**src/rtl/writeback_retire_buffer_pkg.sv**
```systemverilog
// Shared types for the writeback retire buffer: per-entry payload, CSR op
// encoding and a few helpers used by the retire decode and bypass lookup.
package writeback_retire_buffer_pkg;

   localparam int DATA_W     = 32;
   localparam int CSR_ADDR_W = 12;
   localparam int RF_ADDR_W  = 5;

   typedef enum logic [2:0] {
      CSR_NONE = 3'd0,
      CSR_RW   = 3'd1,
      CSR_RS   = 3'd2,
      CSR_RC   = 3'd3,
      CSR_RWI  = 3'd4,
      CSR_RSI  = 3'd5,
      CSR_RCI  = 3'd6
   } csr_op_t;

   typedef struct packed {
      logic [RF_ADDR_W-1:0]  rd;
      logic [DATA_W-1:0]     data;
      logic                  wb_en;
      csr_op_t               csr_op;
      logic [CSR_ADDR_W-1:0] csr_addr;
      logic                  csr_wr_intent;
      logic [DATA_W-1:0]     old_csr;
      logic                  illegal;
   } retire_entry_t;

   localparam int ENTRY_W = $bits(retire_entry_t);

   // True when retiring this entry would write a non-zero destination register.
   function automatic logic writes_rd(input retire_entry_t e);
      return !e.illegal && (e.rd != '0) && ((e.csr_op != CSR_NONE) || e.wb_en);
   endfunction

   // Register-file value an entry produces: CSR ops return the old CSR value.
   function automatic logic [DATA_W-1:0] rd_value(input retire_entry_t e);
      return (e.csr_op != CSR_NONE) ? e.old_csr : e.data;
   endfunction

endpackage

```
**src/rtl/writeback_retire_buffer_if.sv**
```systemverilog
// Push handshake and retire (register file / CSR file) bus of the
// writeback retire buffer. master = producer/consumer side, slave = buffer.
import writeback_retire_buffer_pkg::*;

interface writeback_retire_buffer_if #(
   parameter int LANES = 2,
   parameter int XLEN  = DATA_W
);
   logic [LANES-1:0]                in_valid;
   retire_entry_t [LANES-1:0]       in_entry;
   logic                            in_ready;
   logic                            rf_we;
   logic [RF_ADDR_W-1:0]            rf_addr;
   logic [XLEN-1:0]                 rf_data;
   logic                            csr_we;
   logic [CSR_ADDR_W-1:0]           csr_addr;
   logic [XLEN-1:0]                 csr_data;
   logic                            retire_valid;
   logic                            retire_illegal;

   modport master (
      output in_valid, in_entry,
      input  in_ready, rf_we, rf_addr, rf_data, csr_we, csr_addr, csr_data,
             retire_valid, retire_illegal
   );

   modport slave (
      input  in_valid, in_entry,
      output in_ready, rf_we, rf_addr, rf_data, csr_we, csr_addr, csr_data,
             retire_valid, retire_illegal
   );
endinterface

```
**src/rtl/writeback_retire_buffer_fifo.sv**
```systemverilog
// rb_multi_push_fifo: in-order queue accepting up to LANES sparse lanes per
// cycle (compacted into consecutive slots) and popping one entry per cycle.
// Flush empties the queue by snapping head onto tail.
// With RETIRE_BYPASS_EN the raw slots and head pointer are exported.
module rb_multi_push_fifo #(
   parameter int LANES = 2,
   parameter int DEPTH = 8,
   parameter int W     = 8
) (
   input  logic                        clock,
   input  logic                        reset,
   input  logic [LANES-1:0]            push_valid_i,
   input  logic [LANES-1:0][W-1:0]     push_data_i,
   output logic                        push_ready_o,
   input  logic                        pop_i,
   input  logic                        flush_i,
   output logic [W-1:0]                head_data_o,
   output logic [$clog2(DEPTH):0]      count_o
`ifdef RETIRE_BYPASS_EN
   ,
   output logic [DEPTH-1:0][W-1:0]     slots_o,
   output logic [$clog2(DEPTH)-1:0]    head_ptr_o
`endif
);
   localparam int PTR_W = $clog2(DEPTH);
   localparam int CNT_W = PTR_W + 1;

   logic [W-1:0]     mem_q [DEPTH];
   logic [PTR_W-1:0] head_q, head_d, tail_q, tail_d;
   logic [CNT_W-1:0] count_q, count_d;
   logic [CNT_W-1:0] pushed;
   logic [CNT_W-1:0] off [LANES];
   logic             push_fire, pop_fire;

   // Ready is judged on the current fill level only, never the post-pop one.
   assign push_ready_o = (CNT_W'(DEPTH) - count_q) >= CNT_W'(LANES);
   assign push_fire    = push_ready_o && (|push_valid_i) && !flush_i;
   assign pop_fire     = pop_i && (count_q != '0) && !flush_i;

   // Slot offset of each lane = number of valid lanes below it.
   always_comb begin
      pushed = '0;
      for (int l = 0; l < LANES; l++) begin
         off[l] = pushed;
         pushed = pushed + CNT_W'(push_valid_i[l]);
      end
   end

   // Next pointers and fill level; flush overrides push and pop.
   always_comb begin
      head_d  = head_q;
      tail_d  = tail_q;
      count_d = count_q;
      if (flush_i) begin
         head_d  = tail_q;
         count_d = '0;
      end else begin
         if (push_fire) tail_d = tail_q + pushed[PTR_W-1:0];
         if (pop_fire)  head_d = head_q + PTR_W'(1);
         count_d = count_q + (push_fire ? pushed : '0) - (pop_fire ? CNT_W'(1) : '0);
      end
   end

   // Pointer and count registers.
   always_ff @(posedge clock) begin
      if (reset) begin
         head_q  <= '0;
         tail_q  <= '0;
         count_q <= '0;
      end else begin
         head_q  <= head_d;
         tail_q  <= tail_d;
         count_q <= count_d;
      end
   end

   // Storage write: each valid lane lands at tail + its compacted offset.
   always_ff @(posedge clock) begin
      if (!reset && push_fire) begin
         for (int l = 0; l < LANES; l++) begin
            if (push_valid_i[l]) mem_q[tail_q + off[l][PTR_W-1:0]] <= push_data_i[l];
         end
      end
   end

   assign head_data_o = mem_q[head_q];
   assign count_o     = count_q;

`ifdef RETIRE_BYPASS_EN
   genvar gi;
   generate
      for (gi = 0; gi < DEPTH; gi++) begin : g_slots
         assign slots_o[gi] = mem_q[gi];
      end
   endgenerate
   assign head_ptr_o = head_q;
`endif

endmodule

```
**src/rtl/writeback_retire_buffer.sv**
```systemverilog
// writeback_retire_buffer: multi-lane in-order retire queue feeding the
// register file and CSR file, one entry per cycle, with flush, hold and a
// 64-bit retired-instruction counter. XLEN must equal the package DATA_W.
// Optional feature macro: RETIRE_BYPASS_EN (register lookup into the queue).
import writeback_retire_buffer_pkg::*;

module writeback_retire_buffer #(
   parameter int LANES = 2,
   parameter int DEPTH = 8,
   parameter int XLEN  = DATA_W
) (
   input  logic                       clock,
   input  logic                       reset,
   writeback_retire_buffer_if.slave   bus,
   input  logic                       flush_i,
   input  logic                       hold_i,
   output logic [63:0]                instret_o,
   output logic [$clog2(DEPTH):0]     occupancy_o
`ifdef RETIRE_BYPASS_EN
   ,
   input  logic [RF_ADDR_W-1:0]       lookup_addr_i,
   output logic                       lookup_hit_o,
   output logic [XLEN-1:0]            lookup_data_o
`endif
);
   localparam int PTR_W = $clog2(DEPTH);
   localparam int CNT_W = PTR_W + 1;

   logic [LANES-1:0][ENTRY_W-1:0] push_data;
   logic [ENTRY_W-1:0]            head_bits;
   logic [CNT_W-1:0]              count;
   retire_entry_t                 head;
   logic                          pop_en;
   logic [63:0]                   instret_q;

`ifdef RETIRE_BYPASS_EN
   logic [DEPTH-1:0][ENTRY_W-1:0] slots;
   logic [PTR_W-1:0]              head_ptr;
`endif

   genvar gi;
   generate
      for (gi = 0; gi < LANES; gi++) begin : g_lanes
         assign push_data[gi] = bus.in_entry[gi];
      end
   endgenerate

   rb_multi_push_fifo #(
      .LANES (LANES),
      .DEPTH (DEPTH),
      .W     (ENTRY_W)
   ) u_fifo (
      .clock        (clock),
      .reset        (reset),
      .push_valid_i (bus.in_valid),
      .push_data_i  (push_data),
      .push_ready_o (bus.in_ready),
      .pop_i        (pop_en),
      .flush_i      (flush_i),
      .head_data_o  (head_bits),
      .count_o      (count)
`ifdef RETIRE_BYPASS_EN
      ,
      .slots_o      (slots),
      .head_ptr_o   (head_ptr)
`endif
   );

   assign head        = retire_entry_t'(head_bits);
   assign pop_en      = (count != '0) && !hold_i && !flush_i;
   assign occupancy_o = count;
   assign instret_o   = instret_q;

   // Retire decode: drive the write ports from the head entry while it pops.
   always_comb begin
      bus.retire_valid   = 1'b0;
      bus.retire_illegal = 1'b0;
      bus.rf_we          = 1'b0;
      bus.rf_addr        = '0;
      bus.rf_data        = '0;
      bus.csr_we         = 1'b0;
      bus.csr_addr       = '0;
      bus.csr_data       = '0;
      if (pop_en) begin
         bus.retire_valid   = 1'b1;
         bus.retire_illegal = head.illegal;
         bus.rf_addr        = head.rd;
         bus.csr_addr       = head.csr_addr;
         if (head.csr_op != CSR_NONE) begin
            bus.rf_data  = XLEN'(head.old_csr);
            bus.rf_we    = !head.illegal && (head.rd != '0);
            bus.csr_we   = !head.illegal && head.csr_wr_intent;
            bus.csr_data = XLEN'(head.data);
         end else begin
            bus.rf_data  = XLEN'(head.data);
            bus.rf_we    = head.wb_en && !head.illegal && (head.rd != '0);
         end
      end
   end

   // Retired-instruction counter: legal retires only, wraps naturally.
   always_ff @(posedge clock) begin
      if (reset) begin
         instret_q <= '0;
      end else if (pop_en && !head.illegal) begin
         instret_q <= instret_q + 64'd1;
      end
   end

`ifdef RETIRE_BYPASS_EN
   retire_entry_t slot_e;
   // Scan oldest to youngest so the youngest matching writer wins.
   always_comb begin
      lookup_hit_o  = 1'b0;
      lookup_data_o = '0;
      slot_e        = '0;
      for (int i = 0; i < DEPTH; i++) begin
         slot_e = retire_entry_t'(slots[head_ptr + PTR_W'(i)]);
         if ((CNT_W'(i) < count) && writes_rd(slot_e) && (slot_e.rd == lookup_addr_i)) begin
            lookup_hit_o  = 1'b1;
            lookup_data_o = XLEN'(rd_value(slot_e));
         end
      end
   end
`endif

endmodule

```
**src/flat_wrapper.sv**
```systemverilog
// flat-port wrapper written by rule: the top's interface ports become plain ports
module writeback_retire_buffer_flat 
#(
   parameter int LANES = 2,
   parameter int DEPTH = 8,
   parameter int XLEN  = DATA_W
)
  (clock, reset, flush_i, hold_i, instret_o, occupancy_o, bus_in_valid, bus_in_entry, bus_in_ready, bus_rf_we, bus_rf_addr, bus_rf_data, bus_csr_we, bus_csr_addr, bus_csr_data, bus_retire_valid, bus_retire_illegal);
  writeback_retire_buffer_if #(.LANES(LANES), .XLEN(XLEN)) bus_i ();
  input  logic clock;
  input  logic reset;
  input  logic flush_i;
  input  logic hold_i;
  output logic [63:0] instret_o;
  output logic [$clog2(DEPTH):0] occupancy_o;
  input wire logic [$bits(bus_i.in_valid)-1:0] bus_in_valid;
  input wire logic [$bits(bus_i.in_entry)-1:0] bus_in_entry;
  output wire logic [$bits(bus_i.in_ready)-1:0] bus_in_ready;
  output wire logic [$bits(bus_i.rf_we)-1:0] bus_rf_we;
  output wire logic [$bits(bus_i.rf_addr)-1:0] bus_rf_addr;
  output wire logic [$bits(bus_i.rf_data)-1:0] bus_rf_data;
  output wire logic [$bits(bus_i.csr_we)-1:0] bus_csr_we;
  output wire logic [$bits(bus_i.csr_addr)-1:0] bus_csr_addr;
  output wire logic [$bits(bus_i.csr_data)-1:0] bus_csr_data;
  output wire logic [$bits(bus_i.retire_valid)-1:0] bus_retire_valid;
  output wire logic [$bits(bus_i.retire_illegal)-1:0] bus_retire_illegal;
  assign bus_i.in_valid = bus_in_valid;
  assign bus_i.in_entry = bus_in_entry;
  assign bus_in_ready = bus_i.in_ready;
  assign bus_rf_we = bus_i.rf_we;
  assign bus_rf_addr = bus_i.rf_addr;
  assign bus_rf_data = bus_i.rf_data;
  assign bus_csr_we = bus_i.csr_we;
  assign bus_csr_addr = bus_i.csr_addr;
  assign bus_csr_data = bus_i.csr_data;
  assign bus_retire_valid = bus_i.retire_valid;
  assign bus_retire_illegal = bus_i.retire_illegal;
  writeback_retire_buffer #(.LANES(LANES), .DEPTH(DEPTH), .XLEN(XLEN)) u_core (.clock(clock), .reset(reset), .bus(bus_i), .flush_i(flush_i), .hold_i(hold_i), .instret_o(instret_o), .occupancy_o(occupancy_o));
endmodule
```
**config.mk**
```make
export PLATFORM = sky130hd
export DESIGN_NAME = writeback_retire_buffer_flat
export DESIGN_NICKNAME = d
export VERILOG_FILES = /design/src/rtl/writeback_retire_buffer_pkg.sv /design/src/rtl/writeback_retire_buffer_if.sv /design/src/rtl/writeback_retire_buffer_fifo.sv /design/src/rtl/writeback_retire_buffer.sv /design/src/flat_wrapper.sv
export SDC_FILE = /design/constraint.sdc
export NUM_CORES = 1
export LEC_CHECK = 0
export ABC_AREA = 1
export BUFFER_PORTS_ARGS = -buffer_cell sky130_fd_sc_hd__buf_2
export CELL_PAD_IN_SITES_DETAIL_PLACEMENT = 0
export CELL_PAD_IN_SITES_GLOBAL_PLACEMENT = 1
export CORE_MARGIN = 3
export CORE_UTILIZATION = 35
export CTS_CLUSTER_DIAMETER = 50
export DETAILED_ROUTE_END_ITERATION = 10
export PLACE_DENSITY_LB_ADDON = 0.12
export REMOVE_ABC_BUFFERS = 1
export SYNTH_ARGS = -nofsm -noshare
export SYNTH_HDL_FRONTEND = slang
export SYNTH_SLANG_ARGS = --single-unit
export TNS_END_PERCENT = 20
```
**constraint.sdc**
```tcl
create_clock -name clock -period 10.5 [get_ports clock]
set_input_delay 1.05 -clock clock [delete_from_list [all_inputs] [get_ports clock]]
set_output_delay 1.05 -clock clock [all_outputs]
set_load 0.1 [all_outputs]
```
==> impl_metrics.ini <==
[global_route]
track_usage = 0.2728
grt_pass1_vias = 37270
grt_pass1_wl_um = 258400
grt_max_degree = 199
overflow = 0
grt_antenna_before_repair = 21

[yosys]
post_synth.cell_area_avg_um2 = 7.964
syn_area_um2 = 43170
synth_cell_types = 42
synth_seq_area_share = 0.5199
yosys.area.top_type = edfxtp_1
synthTopCellsByArea = edfxtp_1 (48%), nand2_1 (19%), nand3_1 (9.6%)
ys_ff_latch = 773
yosysTopAreaCellShare = 0.4842
yosysMostFrequentCell = nand2_1
yosysWarnings = 0
synthCells = 5420
synth-edff-count = 696
async_flop_share = 0
synth_ff_type = edfxtp_1
synthTopCellsByCount = nand2_1 (2140), nand3_1 (828), edfxtp_1 (696)

[detailed_routing]
num_vias = 39080
routed_wl_um = 177900
post_drt_wl_per_cell_um = 25.00
wl_met2_um = 83190
route.met3.wl_um = 13320
drt_iter0_drc = 3981
topRoutingLayerUsed = met5
ant_nets = 0
wl_met1_um = 77310
via_per_inst = 5.492
drc_errors = 0
first_pass_iters = 6

[cells_and_area]
area_delta_synth_final_pct = 13.72
drive_gt1_frac = 0.1187
fin_util = 0.4023
nets = 5577
fillers = 12420

[sta]
slew_headroom = 0.1244
maxSlewViolCount = 0
rsz0062_at_grt = false
hold_viol = 0
fmax_mhz = 151.6
setup_slack_ns = 3.904
fin_crit_sh = 0.6282
whs_ns = 0.5163
setup_viol = 0
worst_slew_pin_slew_ns = 1.311
worst_clock_skew_ns = 0.02347
period_needed_ns = 6.597

[worst_setup_path]
critPathBufInv = 4
path_class = flop to output port
worst_setup_path_end_kind = output port
cp.arrival_ns = 5.55
cpLargestDelayFamily = buffers and inverters
critPathRequiredTime_ns = 9.45
slowest_delay_ns = 1.16
critPathSlowestCell = inv_2
cp_max_fo = 46
worstPathCellList = buf_4, nor2_1, nand2_1, nand3_1, nand3_1, nand2_4, inv_2, nand2_2, buf_4, nor2_1, buf_2
cp-start-kind = flop

[die]
start_util = 0.3537
io_pins = 334
die_w_um = 357.2
fp.dieArea_um2 = 127600
die_h_um = 357.2
rows = 128
coreArea_um2 = 122000

[power_and_ir_drop]
pwr_density_cell_nw_per_um2 = 190.4
p_total_w = 0.009348
leakage_nw = 20.67
peakVddDrop_v = 0.0001709

[clocking]
clock_sinks = 773
clk_pin_slew_ns = 0.05
h-tree-depth = 4
cts_resized = 0
cts_tree = done
clock-root-buffer = clkbuf_16
cts_made_buffers = 130
cts.hold.buffers_added = 0
clk_latency_ns = 0.75
clockBufferDepth = 3
postCtsSetupBuffers = 0

[placement]
place_ws_ns = 3.899
io_buffers = 333
gp_congestion = 0.8242
dp_hpwl_um = 94060

[min_path]
hold_path_class = flop to flop

[run_status]
status = completed

[run]
drv_cap = 0
-- registers in the layout, indices dropped and copies added (netlist names), named ones only --
name / count
u_core.instret_o: 64
u_core.u_fifo.mem_q: 696
u_core.u_fifo.head_q: 3
u_core.u_fifo.count_o: 4
u_core.u_fifo.tail_q: 3
-- cell usage in the layout (no fill, tap or decap), types with 67 or more instances in the layout --
cell,n
nand3_1,827
clkbuf_16,134
nand2_1,2131
a31oi_1,67
a22oi_1,98
nor2_1,402
dfxtp_1,74
o21ai_0,122
buf_2,333
edfxtp_1,696
a21oi_1,182
inv_1,91
-- metrics by stage --
stage	TNS (ns)	instances	instance area (um^2)
2_1_floorplan	-6545.88	4859	40430
3_3_place_gp	0	6873	44830
3_5_place_dp	0	6873	44830
4_1_cts	0	7102	49060
5_1_grt	0	7109	49070
6_report	0	7115	49090
-- area by class of cell --
class                           count  area (um^2)  area share
Antenna cell                       13        32.53   0.0006627
Clock buffer                      151         3437     0.07002
Clock inverter                     78        794.5     0.01618
Inverter                           98        387.9    0.007901
Multi-Input combinational cell   3988        17840      0.3634
Sequential cell                   773        22450      0.4574
Tap cell                         1625         2033     0.04142
Timing Repair Buffer              389         2112     0.04302
-- power by group --
group	internal (W)	total, W	switching [W]	leakage (nW)
combinational	0.000310	0.00161	0.00130	11.7
clock	0.00268	0.00426	0.00158	2.05
sequential	0.00345	0.00348	0.0000302	6.90
-- per-layer routing --
metal / track usage / vias to the layer above
met3: 0.04400 / 266
li1: - / 18090
met1: 0.3775 / 19060
met5: 0 / -
met4: 0.07723 / 8
met2: 0.4419 / 1660
-- tightest hold or removal path, delay by kind of cell, from the launching register on --
family	cells	cell delay (ns)
AO/OA/AOI/OAI	1	0.05
buffers and inverters	1	0.07
flip-flops	1	0.35
-- cells by family (layout without fill, tap and decap cells) --
family | Yosys count | count (layout) | synth area share
adder cells (fa/ha/maj) | 17 | 17 | 0.005275
flip-flops | 773 | 773 | 0.5199
buffers and inverters | 659 | 716 | 0.07183
other | 0 | 13 | 0
XOR/XNOR | 16 | 16 | 0.003420
AO/OA/AOI/OAI | 507 | 507 | 0.07055
AND/OR/NAND/NOR | 3448 | 3448 | 0.3290
-- final timing paths --
kind                                  from                         end  slack [ns]  cells past startpoint
setup / recovery                      flop            bus_csr_data[31]        3.90                     11
setup reg to reg  u_core.u_fifo.count_o[0]  u_core.u_fifo.mem_q[0][34]        4.70                     12
hold / removal        u_core.instret_o[10]        u_core.instret_o[10]        0.52                      2
hold reg to reg       u_core.instret_o[10]        u_core.instret_o[10]        0.52                      2
Power figures use the tool's default switching activity.
